`src/rtl/binary_ram_ctrl_pkg.sv`:
```
// -----------------------------------------------------------------------------
// binary_ram_ctrl_pkg
// Shared definitions for the SR-latch binary-cell RAM controller and any
// array-side logic that needs the same encodings.
//   state_t      : controller FSM state encoding (3 bits)
//   MEM_RD/MEM_WR: values of the shared rd_wr line (1 = read, 0 = write)
//   DEF_*        : default geometry and access length
// -----------------------------------------------------------------------------
package binary_ram_ctrl_pkg;

    typedef enum logic [2:0] {
        IDLE   = 3'd0,
        SETUP  = 3'd1,
        ACCESS = 3'd2,
        HOLD   = 3'd3,
        RESP   = 3'd4
    } state_t;

    localparam logic MEM_RD = 1'b1;
    localparam logic MEM_WR = 1'b0;

    localparam int DEF_ADDR_W  = 4;
    localparam int DEF_DATA_W  = 4;
    localparam int DEF_ACC_CYC = 2;

    // Width of the access-length down-counter; bounds ACC_CYC to 1..15.
    localparam int CNT_W = 4;

endpackage

```
`src/rtl/binary_ram_ctrl_dec.sv`:
```
// -----------------------------------------------------------------------------
// addr_onehot_dec
// Binary word address to one-hot word select, with an enable that forces all
// selects low. Usable both by the controller and by array-side decode.
//   en     in  1              : 0 forces onehot to all zeros
//   addr   in  ADDR_W         : word address
//   onehot out 2**ADDR_W      : bit i high selects word i
// -----------------------------------------------------------------------------
module addr_onehot_dec
    import binary_ram_ctrl_pkg::*;
#(
    parameter int ADDR_W = DEF_ADDR_W
) (
    input  logic                     en,
    input  logic [ADDR_W-1:0]        addr,
    output logic [(2**ADDR_W)-1:0]   onehot
);

    // Exactly one bit set when enabled, none otherwise.
    always_comb begin
        onehot = '0;
        if (en) begin
            onehot[addr] = 1'b1;
        end
    end

endmodule

```
`src/rtl/binary_ram_ctrl.sv`:
```
// -----------------------------------------------------------------------------
// binary_ram_ctrl
// Initiator-side controller for a word-organised RAM of SR-latch cells.
// Takes one read/write request at a time over valid/ready, drives the memory
// strobes as setup / access pulse / hold so the latches never see a spurious
// write, then returns a one-cycle response.
//   clk, rst             : clock, synchronous active-high reset
//   req_valid/req_ready  : request handshake (ready only in IDLE)
//   req_we/addr/wdata    : request type, word address, write data
//   rsp_valid            : one-cycle response pulse, no backpressure
//   rsp_we/rsp_rdata     : echoed type, read data (0 for writes)
//   mem_cs               : one-hot word select
//   mem_rd_wr            : shared rd/wr line, 1 = read
//   mem_wr_data          : shared write bit-lines
//   mem_rd_data          : OR of all cells' gated read data
// -----------------------------------------------------------------------------
module binary_ram_ctrl
    import binary_ram_ctrl_pkg::*;
#(
    parameter int ADDR_W  = DEF_ADDR_W,
    parameter int DATA_W  = DEF_DATA_W,
    parameter int ACC_CYC = DEF_ACC_CYC
) (
    input  logic                    clk,
    input  logic                    rst,
    input  logic                    req_valid,
    output logic                    req_ready,
    input  logic                    req_we,
    input  logic [ADDR_W-1:0]       req_addr,
    input  logic [DATA_W-1:0]       req_wdata,
    output logic                    rsp_valid,
    output logic                    rsp_we,
    output logic [DATA_W-1:0]       rsp_rdata,
    output logic [(2**ADDR_W)-1:0]  mem_cs,
    output logic                    mem_rd_wr,
    output logic [DATA_W-1:0]       mem_wr_data,
    input  logic [DATA_W-1:0]       mem_rd_data
);

    localparam int WORDS = 2**ADDR_W;

    generate
        if (ACC_CYC < 1 || ACC_CYC > 15) begin : g_bad_acc_cyc
            $error("binary_ram_ctrl: ACC_CYC must be in 1..15");
        end
    endgenerate

    state_t              state_q, state_d;
    logic [CNT_W-1:0]    cnt_q, cnt_d;
    logic                we_q, we_d;
    logic [ADDR_W-1:0]   addr_q, addr_d;
    logic [DATA_W-1:0]   wdata_q, wdata_d;
    logic [DATA_W-1:0]   rdata_q, rdata_d;

    logic [WORDS-1:0]    mem_cs_q, mem_cs_d;
    logic                mem_rd_wr_q, mem_rd_wr_d;
    logic [DATA_W-1:0]   mem_wr_data_q, mem_wr_data_d;
    logic                rsp_valid_q, rsp_valid_d;
    logic                rsp_we_q, rsp_we_d;
    logic [DATA_W-1:0]   rsp_rdata_q, rsp_rdata_d;

    logic                in_xfer;

    // Next-state and capture logic. Request fields are only taken on the
    // IDLE handshake, so they stay frozen for the whole transaction.
    always_comb begin
        state_d = state_q;
        cnt_d   = cnt_q;
        we_d    = we_q;
        addr_d  = addr_q;
        wdata_d = wdata_q;
        rdata_d = rdata_q;
        case (state_q)
            IDLE: begin
                if (req_valid) begin
                    we_d    = req_we;
                    addr_d  = req_addr;
                    wdata_d = req_wdata;
                    rdata_d = '0;
                    state_d = SETUP;
                end
            end
            SETUP: begin
                cnt_d   = CNT_W'(ACC_CYC - 1);
                state_d = ACCESS;
            end
            ACCESS: begin
                // Counter reaching zero marks the last select cycle; the
                // cells' read data is valid while select is still high.
                if (cnt_q == '0) begin
                    if (!we_q) begin
                        rdata_d = mem_rd_data;
                    end
                    state_d = HOLD;
                end else begin
                    cnt_d = cnt_q - CNT_W'(1);
                end
            end
            HOLD: begin
                state_d = RESP;
            end
            RESP: begin
                state_d = IDLE;
            end
            default: begin
                state_d = IDLE;
            end
        endcase
    end

    // Output flops are loaded from the state being entered, so every strobe
    // is a clean register output aligned with its state. rd_wr and write
    // data use the freshly captured request on entry to SETUP.
    always_comb begin
        in_xfer       = (state_d == SETUP) || (state_d == ACCESS) || (state_d == HOLD);
        mem_rd_wr_d   = (in_xfer && we_d) ? MEM_WR : MEM_RD;
        mem_wr_data_d = (in_xfer && we_d) ? wdata_d : '0;
        rsp_valid_d   = (state_d == RESP);
        rsp_we_d      = (state_d == RESP) && we_q;
        rsp_rdata_d   = ((state_d == RESP) && !we_q) ? rdata_q : '0;
    end

    // Select is only raised while in ACCESS; addr_q is already stable by then.
    addr_onehot_dec #(
        .ADDR_W (ADDR_W)
    ) u_dec (
        .en     (state_d == ACCESS),
        .addr   (addr_q),
        .onehot (mem_cs_d)
    );

    // State and output registers.
    always_ff @(posedge clk) begin
        if (rst) begin
            state_q       <= IDLE;
            cnt_q         <= '0;
            we_q          <= 1'b0;
            addr_q        <= '0;
            wdata_q       <= '0;
            rdata_q       <= '0;
            mem_cs_q      <= '0;
            mem_rd_wr_q   <= MEM_RD;
            mem_wr_data_q <= '0;
            rsp_valid_q   <= 1'b0;
            rsp_we_q      <= 1'b0;
            rsp_rdata_q   <= '0;
        end else begin
            state_q       <= state_d;
            cnt_q         <= cnt_d;
            we_q          <= we_d;
            addr_q        <= addr_d;
            wdata_q       <= wdata_d;
            rdata_q       <= rdata_d;
            mem_cs_q      <= mem_cs_d;
            mem_rd_wr_q   <= mem_rd_wr_d;
            mem_wr_data_q <= mem_wr_data_d;
            rsp_valid_q   <= rsp_valid_d;
            rsp_we_q      <= rsp_we_d;
            rsp_rdata_q   <= rsp_rdata_d;
        end
    end

    assign req_ready   = (state_q == IDLE);
    assign mem_cs      = mem_cs_q;
    assign mem_rd_wr   = mem_rd_wr_q;
    assign mem_wr_data = mem_wr_data_q;
    assign rsp_valid   = rsp_valid_q;
    assign rsp_we      = rsp_we_q;
    assign rsp_rdata   = rsp_rdata_q;

endmodule

```
`config.mk`:
```
export PLATFORM = sky130hd
export DESIGN_NAME = binary_ram_ctrl
export DESIGN_NICKNAME = d
export VERILOG_FILES = /design/src/rtl/binary_ram_ctrl_pkg.sv /design/src/rtl/binary_ram_ctrl_dec.sv /design/src/rtl/binary_ram_ctrl.sv
export SDC_FILE = /design/constraint.sdc
export NUM_CORES = 1
export LEC_CHECK = 0
export BUFFER_PORTS_ARGS = -buffer_cell sky130_fd_sc_hd__buf_4
export CAP_MARGIN = 15
export CORE_ASPECT_RATIO = 0.75
export CORE_UTILIZATION = 40
export DETAILED_ROUTE_END_ITERATION = 10
export PLACE_DENSITY = 0.73
export SYNTH_ARGS = -nofsm -noshare
export SYNTH_HDL_FRONTEND = slang
export SYNTH_SLANG_ARGS = --single-unit
```
`constraint.sdc`:
```
create_clock -name clk -period 1.8 [get_ports clk]
set_input_delay 0 -clock clk [delete_from_list [all_inputs] [get_ports clk]]
set_output_delay 0 -clock clk [all_outputs]
set_load 0.005 [all_outputs]
```
# [Word level (Yosys, flattened, before mapping)]
# Cells that the tools add are included.
[op_classes] add_sub_neg=1 magnitude_cmp=2 n_eq_ne=11 muxes=16 bitwise=3 n_reduce_logical=17
[op_table] cell="two-way mux 4 bit" count=6
[op_table] cell="one-hot mux 4 bit (2 select lines)" count=2
[op_table] cell="equality test 3 x 2 -> 1 bit (second input constant)" count=4
[op_table] cell="one-hot mux 3 bit (4 select lines)" count=1
[op_table] cell="inequality test 2 bit (second input constant)" count=4
[op_table] cell="equality test 3 x 1 -> 1 bit (second input constant)" count=2
[op_table] cell="two-way mux 3 bit" count=2
[op_table] cell="OR reduction 2 bit" count=3
[op_table] cell="less-than comparator 4 x 5 -> 1 bit (second input constant)" count=1
[op_table] cell="demux 1 bit (select 4 bit)" count=1
[op_table] cell="greater-or-equal comparator 4 x 1 -> 1 bit (second input constant)" count=1
[op_table] cell="logical AND 1 bit" count=4
[op_table] cell="zero test 4 bit" count=1
[op_table] cell="two-way mux 1 bit" count=4
[op_table] cell="AND reduction 2 bit" count=2
[op_table] cell="AND reduction 4 bit" count=1
[op_table] cell="nonzero test 2 bit" count=2
[op_table] cell="subtractor 4 x 1 -> 4 bit (second input constant)" count=1
[op_table] cell="equality test 3 bit (second input constant)" count=1
[op_table] cell="zero test 3 bit" count=1
[op_table] cell="NOT 1 bit" count=3
[op_table] cell="logical OR 1 bit" count=2
[op_table] cell="zero test 1 bit" count=1
[totals] reg_bits=47 inputBits=16 output_inout_bits=28 wordCells=62

# [Longest topological paths before layout]
# Gate-level depths: netlist (run 1).
[depth] word_depth=9 ltp_mapped=7

# [Hierarchy]
# Synthesis (run 1) repeated with hierarchy kept, for this count alone.
[hier_totals] hier_cells=201 area_unflattened_um2=1820.5
[modules_own_cells] module="binary_ram_ctrl" n_inst=1 cells_each=178 area_per_inst_um2=1702.9
[modules_own_cells] module="addr_onehot_dec" n_inst=1 cells_each=23 area_per_inst_um2=117.6

# [Least setup slack after synthesis (run 1)]
# No wires, ideal clock.
[synth_path] kind="flip-flop to flip-flop" start="register cnt_q[0]" end="register mem_cs_q[12] (netlist: mem_cs[12])" t_arrival_ps=1498 required_ps=1708 path_slack_ps=210 stages_incl_launch_ff=8 path_buffers=2 cell_sequence="dfxtp_1 > inv_1 > ha_1 > nor4b_1 > or3_1 > buf_2 > buf_6 > nor4_1"
[synth_via] elab_chain_len=6
[synth_rtl] element="start: declaration" line="binary_ram_ctrl.sv:49" text="logic [CNT_W-1:0] cnt_q, cnt_d;"
[synth_rtl] element="start signal: assignment" line="binary_ram_ctrl.sv:149" text="cnt_q <= cnt_d;"
[synth_rtl] element="zero test 4 bit" line="binary_ram_ctrl.sv:90" text="if (cnt_q == '0) begin"
[synth_rtl] element="two-way mux 3 bit" line="binary_ram_ctrl.sv:90"
[synth_rtl] element="one-hot mux 3 bit (4 select lines)" line="binary_ram_ctrl.sv:73" text="case (state_q)"
[synth_rtl] element="equality test 3 x 2 -> 1 bit" line="binary_ram_ctrl.sv:127" text=".en (state_d == ACCESS),"
[synth_rtl] element="NOT 1 bit (no line)"
[synth_rtl] element="OR reduction 2 bit (no line)"
[synth_rtl] element="end signal: assignment" line="binary_ram_ctrl.sv:154" text="mem_cs_q <= mem_cs_d;"
[synth_rtl] element="end: declaration" line="binary_ram_ctrl.sv:55" text="logic [WORDS-1:0] mem_cs_q, mem_cs_d;"
# Every way passes these cells.
# A chain may end at the register's enable or synchronous reset.

# [Worst setup path after layout (run 1)]
[layout_path] start="register cnt_q[0]" end="register mem_cs_q[7] (netlist: mem_cs[7])"
# Same word-level chain as after synthesis.

==> run_results.csv, run 1 <==
group,metric,value,unit
setup_path,crit_chain,"inv_1, ha_1, nor4b_2, or3_1, buf_4, nor4_1",
power,p_leak,0.965,nW
flow_run,maxCapViolations,0,
cells_and_area,final_cells,305,
logic_synthesis,syn-cell-area,1700,um^2
die,die_area,4520,um^2
logic_synthesis,async_flop_share,0,%
cells_and_area,area_growth,40.1,%
grt,grt_pass1_vias,1381,
clocking,htree_num_levels,2,
setup_path,cpPeakStageDelay,0.35,ns
drt,firstDrtPassIters,4,
clocking,cts_buffers,5,
cells_and_area,regArea,942,um^2
clocking,cts_sinks,47,
clocking,cts_tree,"yes",
die,die_y,58.5,um
drt,wl,3680,um
grt,met2_usage,26.8,%
sta,skew,0.0112,ns
cells_and_area,nNetsFinal,266,
logic_synthesis,synth.most_common_cell,"dfxtp_1",
setup_path,critPathCaptureType,"flip-flop",
grt,grt_antenna_before_repair,0,
die,core,4050,um^2
power,cellInternalPower,1.69,mW
power,clockPowerShare,25.4,%
place,hpwl,2490,um
setup_path,r2r_end,"mem_cs[7]",
sta,rsz0062_at_grt,"yes",
sta,fin_crit_sh,95.0,%
grt,grt.busiest_layer,"met2",
drt,drtIter0Drc,46,
sta,slew_headroom,61.7,%
die,start_util,42.0,%
die,io_pins,44,
sta,finalSetupViolCount,0,
place,port_buffers,43,
logic_synthesis,synth_nets,201,
grt,overflow,0,
place,place.gp.congestion,0.823,
place,dp.cells,285,
logic_synthesis,synth_seq_cells,47,
worst_hold_path,min_path_cells,2,
sta,fin_hold_ws,0.0357,ns
logic_synthesis,ys_seq_area_share,55.3,%
logic_synthesis,synth_ff_type,"dfxtp_1",
setup_path,cp_max_fo,12,
grt,grt_first_pass_wirelength,6240,um
logic_synthesis,yosysTopAreaCell,"dfxtp_1",
logic_synthesis,ys_types,35,
logic_synthesis,synth_edf_count,0,
power,combPwrFrac,26.0,%
die,fp.dieW,77.3,um
logic_synthesis,avgSynthCellArea,9.25,um^2
setup_path,crit_type,"flip-flop to flip-flop",
power,p_switching,0.731,mW
logic_synthesis,syn_inst,184,
logic_synthesis,yosysTopAreaCellShare,55.3,%
drt,vias_per_cell,4.98,
logic_synthesis,synth_area_leaders,"dfxtp_1, nand2_1, a21oi_1",
clocking,clock_latency,0.30,ns
sta,period_needed,1.71,ns
setup_path,cp-start-kind,"flip-flop",
clocking,clockRootBuffer,"clkbuf_8",
setup_path,timing.rr.start,"cnt_q[0]",
logic_synthesis,yosysWarnings,0,
worst_hold_path,min-delay-start,"rst",
setup_path,crit_family,"simple AND/OR/NAND/NOR gates",
drt,drc,0,
cells_and_area,multi_input_area,721,um^2
cells_and_area,drive_gt1_share,30.0,%
cells_and_area,nFillCells,349,
power,switching_share,30.2,%
die,rows,20,
power,power_frac_seq,48.6,%
sta,slew_viol_final,0,
power,ir_worst_vdd,0.000420,V
sta,tightest_slew,0.567,ns
setup_path,worstRegToRegCells,6,
sta,hold_viol,0,
setup_path,worstPathArrival,1.91,ns
cells_and_area,num_antenna_cells,0,
worst_hold_path,hold_path_class,"input pin to flip-flop",
grt,grt_max_degree,23,
setup_path,r2r_setup_slack,0.09,ns
setup_path,worst-path-buf-inv,2,
setup_path,worst_path_max_delay_cell,"dfxtp_2",
clocking,clock_path_buffers,2,
clocking,clk_pin_slew_worst_paths,0.09,ns
drt,vias,1520,
grt,met3_usage,4.81,%
grt,grtUsageTotal,17.7,%
status,outcome,"finished, final reports clean",
logic_synthesis,netlist_top_cells_count,"dfxtp_1, nand2_1, a21oi_1, nor3_1, nor4_1",
grt,use_met1,23.5,%
drt,ant_nets,0,
setup_path,worstPathRequired,2.00,ns
worst_hold_path,hold_end,"wdata_q[0]",
drt,wire_per_inst,12.1,um
sta,max_freq,0.585,GHz
power,powerDensity,1020,nW/um^2
final cells by class:
class	instances	share of cell area, %
multi-input combinational	121	30.2
clock buffer	6	3.04
timing repair buffer	69	23.0
clock inverter	2	0.525
inverter	5	0.787
tap	55	2.89
sequential	47	39.5
cell usage in the layout, fill, tap and decap left out, types with 2 or more instances in the layout:
cell type,instances
buf_4,57
dfxtp_1,46
nand2_1,31
a21oi_1,15
nor3_1,12
dlygate4sd3_1,12
nand3_1,9
nor4_1,8
inv_1,5
nand2b_1,5
clkbuf_8,5
mux2i_1,4
and2_1,4
nor2_1,3
nor2b_1,3
nor4_2,3
nor4b_2,2
or4_1,2
o31ai_1,2
nor3b_1,2
cells by family (layout without fill, tap and decap cells):
logic type / after synthesis / after routing / share of synthesized area [%]
adders and majority gates: 1 / 1 / 0.735
and+or+nand+nor: 90 / 90 / 27.6
buffers and inverters: 16 / 82 / 4.19
AOI/OAI and AO/OA: 24 / 24 / 8.60
muxes: 5 / 5 / 3.01
DFF: 47 / 47 / 55.3
xor gates and xnor gates: 1 / 1 / 0.515
registers in the layout (all words and copies together), names as in the netlist, 3 cells and up:
signal and cells:
addr_q 4, cnt_q 4, mem_cs 16, mem_wr_data 4
rdata_q 4, rsp_rdata 4, state_q 3, wdata_q 4
worst max path at each step:
stage | depth (start not counted) | startpoint | slack (ns) | endpoint
6_report | 6 | cnt_q[0] | 0.09 | mem_cs[7]
5_1_grt | 6 | cnt_q[0] | -0.03 | mem_cs[1]
4_1_cts | 6 | cnt_q[0] | 0.04 | mem_cs[6]
3_5_place_dp | 6 | cnt_q[0] | 0.07 | mem_cs[6]
3_3_place_gp | 6 | cnt_q[0] | 0.20 | mem_cs[3]
2_1_floorplan | 7 | cnt_q[0] | 0.21 | mem_cs[12]
power groups by stage:
stage                     logic, mW  registers (mW)  clock network [mW]
after detailed placement      0.583            1.19                   0
after global placement        0.572            1.19                   0
after floorplan               0.383            1.17                   0
after CTS                     0.607            1.17               0.629
final                         0.629            1.18               0.615
after global routing          0.693            1.19               0.679
stage by stage:
step	power [mW]	util (%)	setup TNS (ns)	setup WS, ns	area (um^2)
after global placement	1.76	53.1	0	0.198	2150
final	2.42	58.8	0	0.0894	2380
after global routing	2.56	58.8	-0.110	-0.0345	2380
after detailed placement	1.78	53.1	0	0.0718	2150
after CTS	2.40	58.1	0	0.0444	2360
after floorplan	1.56	-	0	0.210	1700
routing by layer:
| layer | part of all wire, % | up-vias |
|---|---|---|
| met5 | 0 | - |
| met2 | 44 | 39 |
| met3 | 4.6 | 8 |
| met4 | 1.6 | 0 |
| li1 | - | 772 |
| met1 | 50 | 701 |
repair_timing:
action,4_1_cts,5_1_grt
endpoints found under the setup margin,0,13
hold endpoints to repair,16,0
resized for setup,0,5
hold buffers,12,0
setup buffers,0,0
Note: power is estimated with default switching activity, not from simulation.
==> run 2, diff against run 1 <==
--- a/config.mk
+++ b/config.mk
@@ -8,9 +8,9 @@
 export BUFFER_PORTS_ARGS = -buffer_cell sky130_fd_sc_hd__buf_4
 export CAP_MARGIN = 15
 export CORE_ASPECT_RATIO = 0.75
-export CORE_UTILIZATION = 40
+export CORE_UTILIZATION = 30
 export DETAILED_ROUTE_END_ITERATION = 10
-export PLACE_DENSITY = 0.73
+export PLACE_DENSITY = 0.6
 export SYNTH_ARGS = -nofsm -noshare
 export SYNTH_HDL_FRONTEND = slang
 export SYNTH_SLANG_ARGS = --single-unit
==> run_results.csv, run 2 (synthesis gave the netlist of run 1 again) <==
group,metric,value,unit
sta,tightest_slew,0.617,ns
drt,firstDrtPassIters,4,
cells_and_area,multi_input_area,727,um^2
setup_path,r2r_end,"mem_cs[3]",
cells_and_area,area_growth,43.1,%
die,fp.dieW,89.0,um
power,powerDensity,1060,nW/um^2
sta,fin_crit_sh,94.9,%
flow_run,maxCapViolations,0,
status,outcome,"finished, final reports clean",
setup_path,worstPathArrival,1.92,ns
drt,wl,3720,um
sta,fin_hold_ws,0.0436,ns
drt,drc,0,
setup_path,critPathCaptureType,"flip-flop",
cells_and_area,final_cell_mix,"buf_4, dfxtp_1, nand2_1, a21oi_1",
sta,finalSetupViolCount,0,
grt,overflow,0,
setup_path,cpPeakStageDelay,0.35,ns
cells_and_area,post-route-util,45.0,%
setup_path,worst-path-buf-inv,2,
power,clockPowerShare,30.5,%
power,p_switching,0.749,mW
die,start_util,31.5,%
clocking,cts_tree,"yes",
clocking,cts_setup_buffers,0,
sta,slew_headroom,58.3,%
cells_and_area,largest_reg_flops,16,
drt,drtIter0Drc,131,
clocking,clk_pin_slew_worst_paths,0.09,ns
drt,ant_nets,0,
grt,grt_pass1_vias,1377,
clocking,clockRootBuffer,"clkbuf_8",
setup_path,crit_family,"simple AND/OR/NAND/NOR gates",
setup_path,worstRegToRegCells,6,
setup_path,timing.rr.start,"cnt_q[0]",
sta,hold_viol,0,
power,p_leak,0.974,nW
sta,slew_viol_final,0,
clocking,clock_path_buffers,2,
clocking,cts_buffers,5,
power,switching_share,29.0,%
die,die_y,67.2,um
drt,vias,1472,
clocking,clock_latency,0.31,ns
grt,grt_antenna_before_repair,0,
setup_path,r2r_setup_slack,0.09,ns
cells_and_area,nNetsFinal,264,
setup_path,worst_path_max_delay_cell,"dfxtp_2",
grt,grt_first_pass_wirelength,6200,um
setup_path,cp_max_fo,16,
setup_path,cp-start-kind,"flip-flop",
clocking,cts_sinks,47,
drt,wire_per_inst,11.5,um
cells_and_area,num_antenna_cells,0,
setup_path,worstPathRequired,2.01,ns
place,port_buffers,43,
setup_path,crit_chain,"inv_1, ha_1, nor4b_2, or3_1, buf_6, nor4_1",
sta,period_needed,1.71,ns
worst_hold_path,min-delay-start,"rst",
power,power_frac_seq,45.5,%
power,combPwrFrac,24.0,%
cells_and_area,regArea,942,um^2
setup_path,crit_type,"flip-flop to flip-flop",
worst_hold_path,hold_end,"state_q[0]",
grt,grt_max_degree,23,
sta,rsz0062_at_grt,"no",
sta,skew,0.00806,ns
clocking,htree_num_levels,2,
place,place.gp.congestion,0.756,
power,ir_worst_vdd,0.000459,V
die,core,5410,um^2
grt,grtUsageTotal,14.1,%
power,finalPower,2.58,mW
sta,fin_tns_setup,0,ns
worst_hold_path,min_path_cells,2,
drt,vias_per_cell,4.56,
cells_and_area,drive_gt1_share,30.2,%
place,hpwl,2580,um
die,die_area,5980,um^2
die,rows,23,
cells_and_area,nFillCells,545,
cells_and_area,mostFrequentLayoutCell,"buf_4",
die,io_pins,44,
power,cellInternalPower,1.83,mW
sta,max_freq,0.585,GHz
worst_hold_path,hold_path_class,"input pin to flip-flop",
## run 2: changes by cell type in the layout (fill, tap and decap cells not counted), sizes merged
cell | before | now
buf | 57 | 55
bufinv | 0 | 1
clkbuf | 6 | 5
clkinvlp | 1 | 0
inv | 5 | 6
## run 2: per-stage QoR
step / cell area (um^2) / std cells / setup slack (ns)
after floorplan: 1700 / 184 / 0.210
after detailed placement: 2160 / 303 / 0.0509
after global placement: 2160 / 303 / 0.181
after CTS: 2400 / 323 / 0.0282
after global routing: 2430 / 323 / 0.00690
final: 2430 / 323 / 0.0909
## run 2: how the worst max path moves through the flow
stage | start | to | cells past startpoint
2_1_floorplan | cnt_q[0] | mem_cs[12] | 7
3_3_place_gp | cnt_q[0] | mem_cs[3] | 6
4_1_cts | cnt_q[0] | mem_cs[1] | 6
5_1_grt | cnt_q[0] | rdata_q[0] | 5
3_5_place_dp | cnt_q[0] | mem_cs[1] | 6
6_report | cnt_q[0] | mem_cs[3] | 6
## run 2: power groups by stage
stage	sequential [mW]	clock [mW]	combinational, mW
floorplan	1.17	0	0.383
global placement	1.19	0	0.568
detailed placement	1.19	0	0.573
CTS	1.17	0.820	0.595
global route	1.19	0.867	0.684
finish	1.17	0.789	0.620
## run 2: area by class of cell
| class | instances | area share, % |
|---|---|---|
| Sequential cell | 47 | 38.7 |
| Timing Repair Buffer | 67 | 22.0 |
| Clock buffer | 5 | 2.83 |
| Tap cell | 75 | 3.85 |
| Inverter | 5 | 0.771 |
| Clock inverter | 3 | 1.95 |
| Multi-Input combinational cell | 121 | 29.9 |
## run 2: metal layers
metal | share of wire, % | GRT usage, % | vias up
met5 | 0 | 0 | -
li1 | - | - | 771
met1 | 52 | 18.8 | 653
met3 | 5.8 | 5.99 | 2
met4 | 0.43 | 5.36 | 0
met2 | 42 | 20.0 | 46
## run 2: repair_timing
action | in CTS | in global routing
hold buffers | 12 | 0
setup endpoints to repair | 0 | 20
hold endpoints to repair | 16 | 0
resized for setup | 0 | 7
==> run 3, diff against run 2 <==
--- a/config.mk
+++ b/config.mk
@@ -8,9 +8,9 @@
 export BUFFER_PORTS_ARGS = -buffer_cell sky130_fd_sc_hd__buf_4
 export CAP_MARGIN = 15
 export CORE_ASPECT_RATIO = 0.75
-export CORE_UTILIZATION = 30
+export CORE_UTILIZATION = 51
 export DETAILED_ROUTE_END_ITERATION = 10
-export PLACE_DENSITY = 0.6
+export PLACE_DENSITY = 0.87
 export SYNTH_ARGS = -nofsm -noshare
 export SYNTH_HDL_FRONTEND = slang
 export SYNTH_SLANG_ARGS = --single-unit
==> run_results.csv, run 3 (synthesis gave the netlist of run 1 again) <==
group,metric,value,unit
power,ir_worst_vdd,0.000613,V
grt,grt_pass1_vias,1430,
power,finalPower,2.46,mW
place,port_buffers,43,
place,dp_slack,0.108,ns
sta,slew_headroom,56.5,%
sta,skew,0.00529,ns
die,rows,17,
clocking,cts_buffers,5,
setup_path,worstRegToRegCells,6,
setup_path,r2r_end,"mem_cs[5]",
sta,period_needed,1.78,ns
setup_path,crit_chain,"inv_1, ha_1, nor4b_2, or3_1, buf_12, nor4_2",
worst_hold_path,min_path_cells,2,
cells_and_area,drive_gt1_share,28.9,%
clocking,cts_setup_buffers,0,
setup_path,worstPathArrival,1.99,ns
drt,drtIter0Drc,104,
cells_and_area,final_area,2370,um^2
sta,fin_crit_sh,99.1,%
setup_path,cp-start-kind,"flip-flop",
clocking,clock_path_buffers,2,
grt,grt_max_degree,23,
die,die_y,52.0,um
grt,grt_first_pass_wirelength,6350,um
worst_hold_path,hold_end,"wdata_q[1]",
setup_path,worst_path_max_delay_cell,"or3_1",
cells_and_area,nNetsFinal,262,
cells_and_area,mostFrequentLayoutCell,"buf_4",
sta,hold_viol,0,
power,powerDensity,1040,nW/um^2
place,place.gp.congestion,0.792,
cells_and_area,largest_reg_flops,16,
clocking,clock_latency,0.29,ns
sta,slew_viol_final,0,
clocking,clk_pin_slew_worst_paths,0.08,ns
die,die_area,3570,um^2
setup_path,critPathCaptureType,"flip-flop",
drt,wl,4090,um
drt,drc,0,
sta,tightest_slew,0.647,ns
die,io_pins,44,
sta,fin_tns_setup,0,ns
die,core,3060,um^2
setup_path,cp_max_fo,17,
cells_and_area,final_cell_mix,"buf_4, dfxtp_1, nand2_1, a21oi_1",
grt,grtUsageTotal,24.5,%
grt,grt_antenna_before_repair,0,
drt,ant_nets,0,
flow_run,maxCapViolations,0,
sta,max_freq,0.561,GHz
setup_path,r2r_setup_slack,0.02,ns
clocking,htree_num_levels,2,
grt,overflow,0,
sta,finalSetupViolCount,0,
cells_and_area,area_growth,39.3,%
drt,vias_per_cell,5.58,
clocking,cts_tree,"yes",
setup_path,cpPeakStageDelay,0.38,ns
drt,wire_per_inst,14.4,um
die,fp.dieW,68.7,um
sta,fin_hold_ws,0.0330,ns
drt,firstDrtPassIters,4,
setup_path,crit_type,"flip-flop to flip-flop",
sta,layout_setup_ws,0.0159,ns
setup_path,worstPathRequired,2.00,ns
place,placed_area,2110,um^2
cells_and_area,num_antenna_cells,0,
place,hpwl,2520,um
setup_path,timing.rr.start,"cnt_q[0]",
drt,vias,1584,
worst_hold_path,min-delay-start,"rst",
die,start_util,55.6,%
clocking,cts_sinks,47,
status,outcome,"finished, final reports clean",
power,p_leak,0.954,nW
clocking,clockRootBuffer,"clkbuf_8",
worst_hold_path,hold_path_class,"input pin to flip-flop",
run 3: worst max-delay path by stage:
stage | startpoint | to | slack [ns] | cells after the start
after global placement | cnt_q[0] | mem_cs[5] | 0.17 | 6
after floorplan | cnt_q[0] | mem_cs[12] | 0.21 | 7
after detailed placement | cnt_q[0] | mem_cs[7] | 0.11 | 6
final | cnt_q[0] | mem_cs[5] | 0.02 | 6
after CTS | cnt_q[0] | mem_cs[3] | 0.06 | 6
after global routing | cnt_q[0] | mem_cs[5] | -0.02 | 6
run 3: routing by layer:
| metal | share of wire, % | track usage, % | vias up |
|---|---|---|---|
| li1 | - | - | 768 |
| met1 | 42 | 29.4 | 734 |
| met2 | 48 | 39.9 | 74 |
| met3 | 8.4 | 7.89 | 8 |
| met4 | 1.4 | 10.5 | 0 |
| met5 | 0 | 0 | - |
run 3: critical path, delay by kind of cell (launching register included):
kind,cells,cell delay (ns)
DFF,1,0.37
adders and majority gates,1,0.22
and+or+nand+nor,3,0.82
buffers and inverters,2,0.27
run 3: cell type report:
type | instances | area [um^2]
Sequential cell | 47 | 941
Multi-Input combinational cell | 121 | 752
Fill cell | 194 | 692
Timing Repair Buffer | 65 | 531
Clock buffer | 7 | 76.3
Tap cell | 38 | 47.5
Inverter | 5 | 18.8
Clock inverter | 1 | 5.00
run 3: power by group:
group	switching [mW]	total, mW	internal, mW
registers	0.0732	1.18	1.11
logic	0.361	0.676	0.315
clock network	0.329	0.602	0.273
run 3: repair_timing:
action | in CTS | in global routing
setup endpoints to repair | 0 | 17
endpoints found under the hold margin | 16 | 0
resized for setup | 0 | 8
hold buffers | 12 | 0
run 3: through the flow:
stage	utilization, %	cells
detailed placement	69.0	264
finish	77.4	284
global placement	69.0	264
global route	77.4	284
floorplan	-	184
CTS	75.6	284
